$ cat config.mk
export PLATFORM = sky130hd
export DESIGN_NAME = regfile_param
export DESIGN_NICKNAME = d
export VERILOG_FILES = /design/src/rtl/regfile_param.sv
export SDC_FILE = /design/constraint.sdc
export NUM_CORES = 2
export LEC_CHECK = 0
export CORE_MARGIN = 8
export CORE_UTILIZATION = 35
export CTS_BUF_LIST = sky130_fd_sc_hd__clkbuf_16
export DETAILED_ROUTE_END_ITERATION = 8
export PLACE_DENSITY = 0.55
export REMOVE_ABC_BUFFERS = 1
export SLEW_MARGIN = 20
export SYNTH_ARGS = -nofsm -noshare
export SYNTH_HDL_FRONTEND = slang
export SYNTH_SLANG_ARGS = --single-unit
$ cat constraint.sdc
create_clock -name clk -period 5.9 [get_ports clk]
set_input_delay 1.18 -clock clk [delete_from_list [all_inputs] [get_ports clk]]
set_output_delay 1.18 -clock clk [all_outputs]
set_load 0.05 [all_outputs]
$ cat src/rtl/regfile_param.sv
// regfile_param: clocked register file with two registered read ports,
// write-first bypass and a walking bulk-clear engine.
module regfile_param #(
    parameter int WIDTH    = 32,
    parameter int DEPTH    = 32,
    parameter int ADDR_W   = 5,
    parameter bit ZERO_REG = 1'b1
) (
    input  logic              clk,
    input  logic              rst_n,
    input  logic              WriteEnable,
    input  logic [ADDR_W-1:0] WriteAddress,
    input  logic [WIDTH-1:0]  WriteValue,
    output logic              WriteAck,
    input  logic              ReadEnable1,
    input  logic [ADDR_W-1:0] ReadAddress1,
    output logic [WIDTH-1:0]  ReadValue1,
    output logic              ReadValid1,
    input  logic              ReadEnable2,
    input  logic [ADDR_W-1:0] ReadAddress2,
    output logic [WIDTH-1:0]  ReadValue2,
    output logic              ReadValid2,
    input  logic              Clear,
    output logic              ClearBusy
);
    typedef enum logic {IDLE, CLEAR} state_t;
    localparam logic [ADDR_W-1:0] LAST = ADDR_W'(DEPTH - 1);

    state_t            r_state, w_state_nxt;
    logic [ADDR_W-1:0] r_cnt, w_cnt_nxt;
    logic [WIDTH-1:0]  r_mem [DEPTH];
    logic [WIDTH-1:0]  r_rv1, r_rv2;
    logic              r_vld1, r_vld2;
    logic              w_clr_we;
    logic [WIDTH-1:0]  w_rd1, w_rd2;

    // Addresses that never map to writable storage read as zero.
    function automatic logic f_void(input logic [ADDR_W-1:0] a);
        return (32'(a) >= 32'(DEPTH)) || (ZERO_REG && a == '0);
    endfunction

    always_ff @(posedge clk or negedge rst_n) begin
        if (!rst_n) begin
            r_state <= IDLE;
            r_cnt   <= '0;
        end else begin
            r_state <= w_state_nxt;
            r_cnt   <= w_cnt_nxt;
        end
    end

    always_comb begin
        w_state_nxt = r_state;
        w_cnt_nxt   = r_cnt;
        if (r_state == IDLE) begin
            if (Clear) begin
                w_state_nxt = CLEAR;
                w_cnt_nxt   = '0;
            end
        end else if (r_cnt == LAST) begin
            w_state_nxt = IDLE;
            w_cnt_nxt   = '0;
        end else begin
            w_cnt_nxt = r_cnt + ADDR_W'(1);
        end
    end

    always_comb begin
        w_clr_we  = r_state == CLEAR;
        ClearBusy = r_state == CLEAR;
        WriteAck  = WriteEnable && r_state == IDLE && !Clear && !f_void(WriteAddress);
    end

    // Write-first: a same-edge commit (host or clear engine) is what the reader sees.
    assign w_rd1 = f_void(ReadAddress1) ? '0 :
                   (WriteAck && ReadAddress1 == WriteAddress) ? WriteValue :
                   (w_clr_we && ReadAddress1 == r_cnt) ? '0 : r_mem[ReadAddress1];
    assign w_rd2 = f_void(ReadAddress2) ? '0 :
                   (WriteAck && ReadAddress2 == WriteAddress) ? WriteValue :
                   (w_clr_we && ReadAddress2 == r_cnt) ? '0 : r_mem[ReadAddress2];

    always_ff @(posedge clk or negedge rst_n) begin
        if (!rst_n) begin
            for (int i = 0; i < DEPTH; i++) r_mem[i] <= '0;
        end else if (WriteAck) begin
            r_mem[WriteAddress] <= WriteValue;
        end else if (w_clr_we) begin
            r_mem[r_cnt] <= '0;
        end
    end

    always_ff @(posedge clk or negedge rst_n) begin
        if (!rst_n) begin
            r_rv1  <= '0;
            r_rv2  <= '0;
            r_vld1 <= 1'b0;
            r_vld2 <= 1'b0;
        end else begin
            r_vld1 <= ReadEnable1;
            r_vld2 <= ReadEnable2;
            if (ReadEnable1) r_rv1 <= w_rd1;
            if (ReadEnable2) r_rv2 <= w_rd2;
        end
    end

    assign ReadValue1 = r_rv1;
    assign ReadValue2 = r_rv2;
    assign ReadValid1 = r_vld1;
    assign ReadValid2 = r_vld2;
endmodule

==> out/results.txt <==
count of cells along the worst register-to-register path: 6
initial antenna violation count: 2
number of buffer and inverter stages on the critical path: 3
Slowest cell on crit path: clkdlybuf4s50_1
crit-path max cell delay: 580 ps
achievable clock frequency: 0.223 GHz
TritonCTS clock tree: built
final period demand of the worst path: 4490 ps
outcome: completed
Finished Core Util: 0.396
pin count of the biggest net entering global routing: 150
Hold Fails Final Rpt: 0
skew final: 28.9 ps
area enclosed by the die boundary: 0.175 mm^2
asr flop ratio synth: 1.00
initial core utilization: 0.350
worst hold margin: 475 ps
Die X-Extent: 419 um
post-route setup TNS: 0 ps
placer congestion estimate: 0.915
drt wl/cell: 34.0 um
portion of the post-synthesis area used by sequential elements: 0.483
total power consumption of the routed design: 19.9 mW
IO Pins: 121
total CTS buffers: 121
drt total wl: 213,000 um
Resize count post-CTS: 0
number of setup violations in the final report: 0
Maximum Capacitance Violations: 0
Hold Buf Count CTS: 0
IR drop worst, VDD: 0.233 mV
fraction of final layout cells with drive strength greater than 1: 0.287
Core Box Area: 0.162 mm^2
flip-flop cell with the highest count after synthesis: dfrtp_1
global-route total usage across every layer: 0.237
routed via count: 41,200
largest fanout on the critical path: 26
number of iterations in the first detailed-routing pass: 5
final std cells w/o fill: 6,276
capture instance of the worst register-to-register path: r_mem[6]
worst relative slew slack: 0.333
post-synth top area cell: dfrtp_1
RSZ-0062 raised after global routing: false
Power per Cell Area: 310 mW/mm^2
Worst-path clk slew: 60 ps
cell-by-cell trace of the critical path: clkdlybuf4s50_1 > or3b_4 > a21o_1 > inv_4 > buf_4
final antenna diode count: 0
data arrival time of the worst path: 3310 ps
Cell Area, Synth: 0.0568 mm^2
Iter 0 DRT Violations: 4,644
Syn-to-layout area delta: 12.9%
Die Y-Extent: 419 um
crit share post-route: 0.760
cell leakage power: 28.0 nW
number of core rows: 148
Detail Route Antenna Nets: 0
Clock Latency Late Sink: 740 ps
DP Cell Count: 6,056
number of pins with negative max-slew slack in the final report: 0
net count of the finished layout: 4,062
flip-flop and latch count after synthesis: 1,096
final HPWL from detailed placement: 119,000 um
H-tree depth reported by CTS: 3
actual slew at the worst max-slew pin: 987 ps
ratio of routed vias to standard cells: 6.56
yosys warns: 0
Filler cells: 14,900
share of the synthesized area in the top cell type: 0.483
first-pass GRT wire length: 310,000 um
number of flops mapped to enable cells by yosys: 0
worst-case clock buffer depth: 3
most repeated cell in the gate-level netlist after synthesis: dfrtp_1
required arrival time at the worst endpoint: 4720 ps
Worst Hold Class: in2async
top cells by area, synth: dfrtp_1 48%, mux4_2 18%, a22o_1 15%
total of buffers placed on input and output ports: 120
Unique masters post-synth: 49
number of buffers inserted to repair setup after CTS: 0
endpoint class of the critical path: output pin
family with the most delay on the worst path: buffers and inverters
total DRC errors in the routed layout: 0
top cells by count, synth: 1,096 x dfrtp_1, 992 x a22o_1, 446 x mux4_2
worst flop-to-flop path startpoint: ClearBusy
Worst setup startpoint: Clear
CTS sink count: 1,096
vias in the first global route: 42,000
element type at the critical path start: input pin
type of the setup path with the least slack: in2out
register-to-register setup slack: 2140 ps
Gate Count Post-Synth: 4,161
mean post-synth cell area: 13.6 um^2
CTS Root Buffer Type: clkbuf_16
leftover overflow at the end of global routing: 0
==> registers in the layout, summed over array words and instances (netlist names) <==
name        cells
ClearBusy       1
ReadValid1      1
ReadValid2      1
ReadValue1     32
ReadValue2     32
r_cnt           5
r_mem        1024
==> worst register-to-register path: stages, from the launching register on <==
cell and delay, ps:
dfrtp_4 810, buf_4 610, nand4b_1 760, nor2_4 70
o21ai_4 750, buf_4 500, a22o_1 210
==> worst max path at each step <==
stage                     to  slack [ps]  depth (start not counted)
2_1_floorplan  ReadValue1[0]        1120                          5
3_3_place_gp        WriteAck        1450                          5
3_5_place_dp        WriteAck        1450                          5
4_1_cts             WriteAck        1440                          5
5_1_grt             WriteAck        1330                          5
6_report            WriteAck        1410                          5
==> power by group <==
group	switching, mW	internal, mW
combinational	2.62	1.32
clock	3.24	4.21
sequential	0.506	7.98
total	6.37	13.5
==> per-layer routing <==
layer	part of all wire	track usage	routed length [um]
met5	0.00061	0.00492	131
met4	0.055	0.120	11700
met3	0.076	0.0427	16200
met1	0.40	0.313	85200
met2	0.47	0.375	100000
==> cell families after synthesis <==
kind of cell    after synthesis  synth area share
compound gates             1440             0.201
flops                      1096             0.483
mux                         772             0.241
buf+inv                     557            0.0424
simple gates                269            0.0275
xor+xnor                     22           0.00339
fa+ha+maj                     5           0.00110
==> cell usage in the layout (no fill, tap or decap), types with 25 or more instances in the layout <==
master              n
inv_1              25
mux2_2            320
a22o_1            992
o22ai_1           128
mux4_2            446
nand3_1            67
clkinv_1           37
dfrtp_1          1095
o21ai_0           130
clkbuf_16         123
nor2b_1            98
clkinv_2           25
buf_4             130
o211ai_1           64
a21oi_1            66
clkdlybuf4s50_1   107
==> area by class of cell <==
class / count / area [um^2] / area share
clock buffers: 123 / 3080 / 0.0480
inverters: 6 / 25.0 / 0.000390
multi-input cells: 2508 / 27500 / 0.429
well taps: 2175 / 2720 / 0.0425
repair buffers: 271 / 2630 / 0.0410
clock inverters: 97 / 704 / 0.0110
flip-flops and latches: 1096 / 27400 / 0.428
==> per-stage QoR <==
| step | worst slack (ps) | instance area [um^2] |
|---|---|---|
| global placement | 1450 | 60300 |
| floorplan | 1120 | 54400 |
| detailed placement | 1450 | 60300 |
| finish | 1410 | 64100 |
| global route | 1330 | 64100 |
| CTS | 1440 | 64100 |
Note: power is estimated with default switching activity, not from simulation.
